==> config.mk <==
export PLATFORM = sky130hd
export DESIGN_NAME = start_seq_ctrl
export DESIGN_NICKNAME = d
export VERILOG_FILES = /design/src/rtl/start_seq_ctrl.sv
export SDC_FILE = /design/constraint.sdc
export NUM_CORES = 1
export LEC_CHECK = 0
export CORE_AREA = 2 2 39 41
export CTS_CLUSTER_SIZE = 30
export DETAILED_ROUTE_END_ITERATION = 10
export DIE_AREA = 0 0 41 43
export GPL_ROUTABILITY_DRIVEN = 1
export GPL_TIMING_DRIVEN = 1
export PLACE_DENSITY = 0.69
export SYNTH_ARGS = -nofsm -noshare
export SYNTH_HDL_FRONTEND = slang
export SYNTH_SLANG_ARGS = --single-unit
==> constraint.sdc <==
create_clock -name clk -period 1.6 [get_ports clk]
set_input_delay 0.32 -clock clk [delete_from_list [all_inputs] [get_ports clk]]
set_output_delay 0.32 -clock clk [all_outputs]
set_load 0.02 [all_outputs]
==> src/rtl/start_seq_ctrl.sv <==
// rtl/start_seq_ctrl.sv - start-triggered IDLE/STATE1/STATE2/STATE3 sequencer
//
// Purpose: drives the registered 2-bit s_bits state bus through
//   IDLE -> STATE1 -> STATE2 -> STATE3 (dwell+1 cycles) -> IDLE
// on an accepted start, with stall/abort in STATE2/STATE3, a done pulse on
// normal completion and a start_err pulse for a start issued while busy.
//
// Ports:
//   clk       rising-edge clock
//   rst       synchronous active-high reset
//   start     sequence request
//   abort     terminate sequence (STATE2/STATE3 only)
//   stall     hold current state (STATE2/STATE3 only)
//   dwell     extra STATE3 cycles, latched on an accepted start
//   s_bits    registered state bus
//   busy      s_bits != IDLE
//   done      one-cycle pulse on the first IDLE cycle after normal exit
//   start_err one-cycle pulse after a start rejected while busy
//
// Optional: define START_SEQ_CTRL_ASSERT_EN to compile in embedded
// concurrent assertions and a cover; behaviour is identical either way.

module start_seq_ctrl #(
  parameter int          DWELL_W = 4,
  parameter logic [1:0]  IDLE    = 2'b00,
  parameter logic [1:0]  STATE1  = 2'b01,
  parameter logic [1:0]  STATE2  = 2'b10,
  parameter logic [1:0]  STATE3  = 2'b11
) (
  input  logic               clk,
  input  logic               rst,
  input  logic               start,
  input  logic               abort,
  input  logic               stall,
  input  logic [DWELL_W-1:0] dwell,
  output logic [1:0]         s_bits,
  output logic               busy,
  output logic               done,
  output logic               start_err
);

  typedef enum logic [1:0] {
    S_IDLE = IDLE,
    S_ST1  = STATE1,
    S_ST2  = STATE2,
    S_ST3  = STATE3
  } state_t;

  state_t             state_q, state_d;
  logic [DWELL_W-1:0] cnt_q, cnt_d;
  logic               done_q, done_d;
  logic               err_q, err_d;

  always_comb begin
    state_d = state_q;
    cnt_d   = cnt_q;
    done_d  = 1'b0;
    // Any start seen outside IDLE is rejected, including the last STATE3 cycle.
    err_d   = start && (state_q != S_IDLE);
    unique case (state_q)
      S_IDLE: begin
        if (start) begin
          state_d = S_ST1;
          cnt_d   = dwell;
        end
      end
      // STATE1 is unconditional so STATE2 always follows an accepted start.
      S_ST1: state_d = S_ST2;
      S_ST2: begin
        if (abort)       state_d = S_IDLE;
        else if (!stall) state_d = S_ST3;
      end
      S_ST3: begin
        if (abort) begin
          state_d = S_IDLE;
        end else if (stall) begin
          state_d = S_ST3;
        end else if (cnt_q != '0) begin
          cnt_d = cnt_q - DWELL_W'(1);
        end else begin
          state_d = S_IDLE;
          done_d  = 1'b1;
        end
      end
      default: state_d = S_IDLE;
    endcase
  end

  always_ff @(posedge clk) begin
    if (rst) begin
      state_q <= S_IDLE;
      cnt_q   <= '0;
      done_q  <= 1'b0;
      err_q   <= 1'b0;
    end else begin
      state_q <= state_d;
      cnt_q   <= cnt_d;
      done_q  <= done_d;
      err_q   <= err_d;
    end
  end

  assign s_bits    = state_q;
  assign busy      = (state_q != S_IDLE);
  assign done      = done_q;
  assign start_err = err_q;

`ifdef START_SEQ_CTRL_ASSERT_EN
  a_start_seq : assert property (@(posedge clk) disable iff (rst)
    (start && s_bits == IDLE) |=> (s_bits == STATE1) ##1 (s_bits == STATE2));
  a_st1_to_st2 : assert property (@(posedge clk) disable iff (rst)
    (s_bits == STATE1) |=> (s_bits == STATE2));
  a_done_idle : assert property (@(posedge clk) disable iff (rst)
    done |-> (s_bits == IDLE));
  a_err_busy : assert property (@(posedge clk) disable iff (rst)
    $rose(start_err) |-> $past(busy));
  c_dwell3 : cover property (@(posedge clk) disable iff (rst)
    (start && s_bits == IDLE && dwell == DWELL_W'(3)) ##1 (s_bits == STATE1)
    ##1 (s_bits == STATE2) ##1 (s_bits == STATE3) [*4] ##1 done);
`else
`endif

endmodule

==> summary.md <==
| Metric | Value |
|---|---|
| Die area | `approximately 0.0018 mm2` |
| Fin. Hold Viols | `0` |
| Count of yosys warnings during synthesis | `0` |
| Number of port buffers | `13` |
| Remaining DRCs | `0` |
| Number of detailed-route iterations in the first pass | `4` |
| Top library cells by usage in the layout, fill and taps aside | `sky130_fd_sc_hd__buf_4, sky130_fd_sc_hd__clkdlybuf4s50_1, sky130_fd_sc_hd__dfxtp_1` |
| Setup Skew | `0.00504 ns` |
| RSZ-0062 raised after global routing | `yes` |
| Routed length on met1 | `a little under 500 um` |
| DR WL met3 | `just over 70 um` |
| DR iter-0 viols | `11` |
| Slew at the pin closest to its max-slew limit | `between 0.2 and 0.3 ns` |
| Routability congestion estimate from global placement | `roughly 0.75` |
| Synth-to-Final Area Change | `60.8%` |
| Number of hold-repair buffers added at the cts stage | `0` |
| Time the final worst path needs with I/O delays and setup | `approximately 1.6 ns` |
| # rows | `14` |
| Setup Viol. Count Final | `0` |
| Worst Path Arrival | `~1.8 ns` |
| Number of buffers added by the clock tree synthesis step | `3` |
| Status | `finished clean` |
| Post-Syn Nets | `60` |
| Effective utilization at floorplan | `0.311` |
| Cell count of the worst reg-to-reg path | `7` |
| Crit path max fanout | `5` |
| Library cell occupying the most area in the post-synthesis netlist | `sky130_fd_sc_hd__dfxtp_1` |
| Gate power share | `0.331` |
| Drt via density | `4.92` |
| Placed instance count | `between 80 and 90` |
| Wire length of the first global-routing pass | `1.68 mm` |
| Sequential element share of the synthesized area | `0.372` |
| Final net count | `between 80 and 90` |
| Non-filler instance count after layout | `slightly above 90` |
| P_leak | `0.282 nW` |
| Dominant cells by area after synthesis | `sky130_fd_sc_hd__dfxtp_1, sky130_fd_sc_hd__a32oi_4, sky130_fd_sc_hd__a21oi_1` |
| Most common library cell in the layout ignoring fill and taps | `sky130_fd_sc_hd__buf_4` |
| Max clock buf depth | `2` |
| Detailed-routed wire length on met2 | `between 500 and 600 um` |
| Via count of the first global-routing pass | `431` |
| Worst IR Drop VDD | `around 0.00047 V` |
| Overall track demand over capacity in global routing | `0.145` |
| Portion of synthesized cell area occupied by the leading cell type | `0.372` |
| Top routing layer in use | `met4` |
| Average instance area after synthesis | `between 8 and 9 um2` |
| Grt ovf | `0` |
| Number of antenna violations at the first check in global routing | `0` |
| Number of pins with negative max-slew slack in the final report | `0` |
| Share of post-route cells with drive strength above 1 | `0.289` |
| Final non-filler cell area | `roughly 690 um2` |
| Kind of capture point of the worst setup path | `flip-flop` |
| Yosys reg bits | `8` |
| P_sw | `0.160 mW` |
| Pin count of the biggest net entering global routing | `9` |
| Residual antenna-violating net count after detailed routing | `0` |
| Detailed Route WL | `between 1 and 1.5 mm` |
| Setup WS post-layout | `roughly 0.018 ns` |
| Power density over the cells | `a little over 800 mW/mm2` |
| Netlist Area Pre-Place | `roughly 430 um2` |
| Diode count | `0` |
| Sequential group share of total power | `0.399` |
| Clock latency on the worst-skew pair | `0.25 ns` |
| Post-layout power | `0.562 mW` |
| Data required time at the worst endpoint | `roughly 1.8 ns` |
| Switching power share of the total | `0.285` |
| Worst-case headroom to the max-slew limit | `0.804` |
| Detailed-placement wirelength estimate | `just under 800 um` |
| Startpoint kind of the worst setup timing path | `flip-flop` |
| Clock tree from TritonCTS | `built` |
| Worst Hold Slack | `0.506 ns` |
| CTS Root Buffer Type | `sky130_fd_sc_hd__clkbuf_4` |
| Clock share of power | `0.270` |
| Internal power | `roughly 0.4 mW` |
| Maximum clock rate | `~630 MHz` |
| Routed via count | `around 450` |
| Clk slew on worst S/H paths | `approximately 0.050 ns` |
| H-tree levels | `1` |
| Chip width | `between 40 and 50 um` |
| Fraction of the cycle the final worst path needs | `0.988` |
| Number of top-level pins | `14` |
| Worst setup timing slack at the placement stage | `-0.0808 ns` |
| DR WL/cell | `11.7 um` |
| Core outline area | `~0.0014 mm2` |
| Instance area after placement | `652 um2` |
| Hold Crit Depth | `2` |
| Max cap viols | `0` |
| Hold Path Class | `flip-flop to flip-flop` |
| Gate Count Post-Synth | `50` |
| Crit Path Category | `flip-flop to flip-flop` |
| Sinks on the clock net | `8` |
| Synth cell types | `28` |
| Die outline height | `~43 um` |
## metal layers
metal	vias to the layer above	GRT usage
met2	10	0.222
met4	0	0.0400
met3	4	0.0785
li1	234	-
met1	205	0.168
met5	-	0
## stage by stage
step | TNS, ns | util
after floorplan | 0 | -
after global placement | -0.0384 | 0.471
after detailed placement | -0.105 | 0.471
after CTS | 0 | 0.500
after global routing | -0.154 | 0.500
final | 0 | 0.500
## Yosys cell counts
cell type / count
sky130_fd_sc_hd__dfxtp_1: 8
sky130_fd_sc_hd__nor2_1: 5
sky130_fd_sc_hd__a21oi_1: 4
sky130_fd_sc_hd__inv_1: 4
sky130_fd_sc_hd__nand2_1: 3
sky130_fd_sc_hd__nor3_1: 3
sky130_fd_sc_hd__nor3b_1: 2
sky130_fd_sc_hd__a21o_2: 1
sky130_fd_sc_hd__a31oi_1: 1
sky130_fd_sc_hd__a32oi_4: 1
sky130_fd_sc_hd__and2_4: 1
sky130_fd_sc_hd__clkbuf_1: 1
sky130_fd_sc_hd__ha_1: 1
sky130_fd_sc_hd__mux2i_1: 1
sky130_fd_sc_hd__nand2b_1: 1
sky130_fd_sc_hd__nand3_1: 1
sky130_fd_sc_hd__nand3b_1: 1
sky130_fd_sc_hd__nand4_1: 1
sky130_fd_sc_hd__nor2_2: 1
sky130_fd_sc_hd__nor2b_1: 1
sky130_fd_sc_hd__nor4b_1: 1
sky130_fd_sc_hd__o21a_1: 1
sky130_fd_sc_hd__o21ai_0: 1
sky130_fd_sc_hd__o21ai_1: 1
sky130_fd_sc_hd__o31ai_1: 1
sky130_fd_sc_hd__o32ai_1: 1
sky130_fd_sc_hd__or3_1: 1
sky130_fd_sc_hd__or3b_4: 1
## cells by family after synthesis
group           share of synthesized area
compound gates                      0.224
fa+ha+maj                          0.0291
buf+inv                            0.0436
flops                               0.372
mux                                0.0233
simple gates                        0.308
## critical path, stage by stage (launching register included)
cell	delay, ns
sky130_fd_sc_hd__dfxtp_1	0.30
sky130_fd_sc_hd__inv_1	0.08
sky130_fd_sc_hd__ha_4	0.13
sky130_fd_sc_hd__or3b_4	0.40
sky130_fd_sc_hd__a32oi_4	0.25
sky130_fd_sc_hd__buf_4	0.16
sky130_fd_sc_hd__o21ai_1	0.06
sky130_fd_sc_hd__a21oi_1	0.13
## path summary, 6_finish.rpt
path | from | end | slack (ns)
setup reg to reg | cnt_q[1] | cnt_q[3] | 0.02
setup / recovery | cnt_q[1] | cnt_q[3] | 0.02
hold reg to reg | cnt_q[3] | cnt_q[3] | 0.51
hold / removal | cnt_q[3] | cnt_q[3] | 0.51
## power groups by stage
stage               registers (mW)  clock network, mW  logic [mW]
floorplan                    0.239                  0      0.0807
global placement             0.227                  0       0.182
detailed placement           0.227                  0       0.182
CTS                          0.224              0.160       0.188
global route                 0.225              0.172       0.201
finish                       0.224              0.152       0.186
## cell type report
cell class / count / area [um2]
tap: 16 / 20.0
fill: 131 / 692
multi-input combinational: 37 / 264
timing repair buffer: 24 / 209
inverter: 4 / 15.0
clock buffer: 3 / 22.5
sequential: 8 / 161
## state kept, by name, summed over array words and instances, names as in the netlist
signal and cells:
done 1, cnt_q 4, start_err 1, s_bits 2
## timing repair
item,in CTS,in global routing
buffers inserted,1,0
setup endpoints to repair,6,3
pin swaps,1,0
resized for setup,7,0
(Power assumes the default switching activity.)
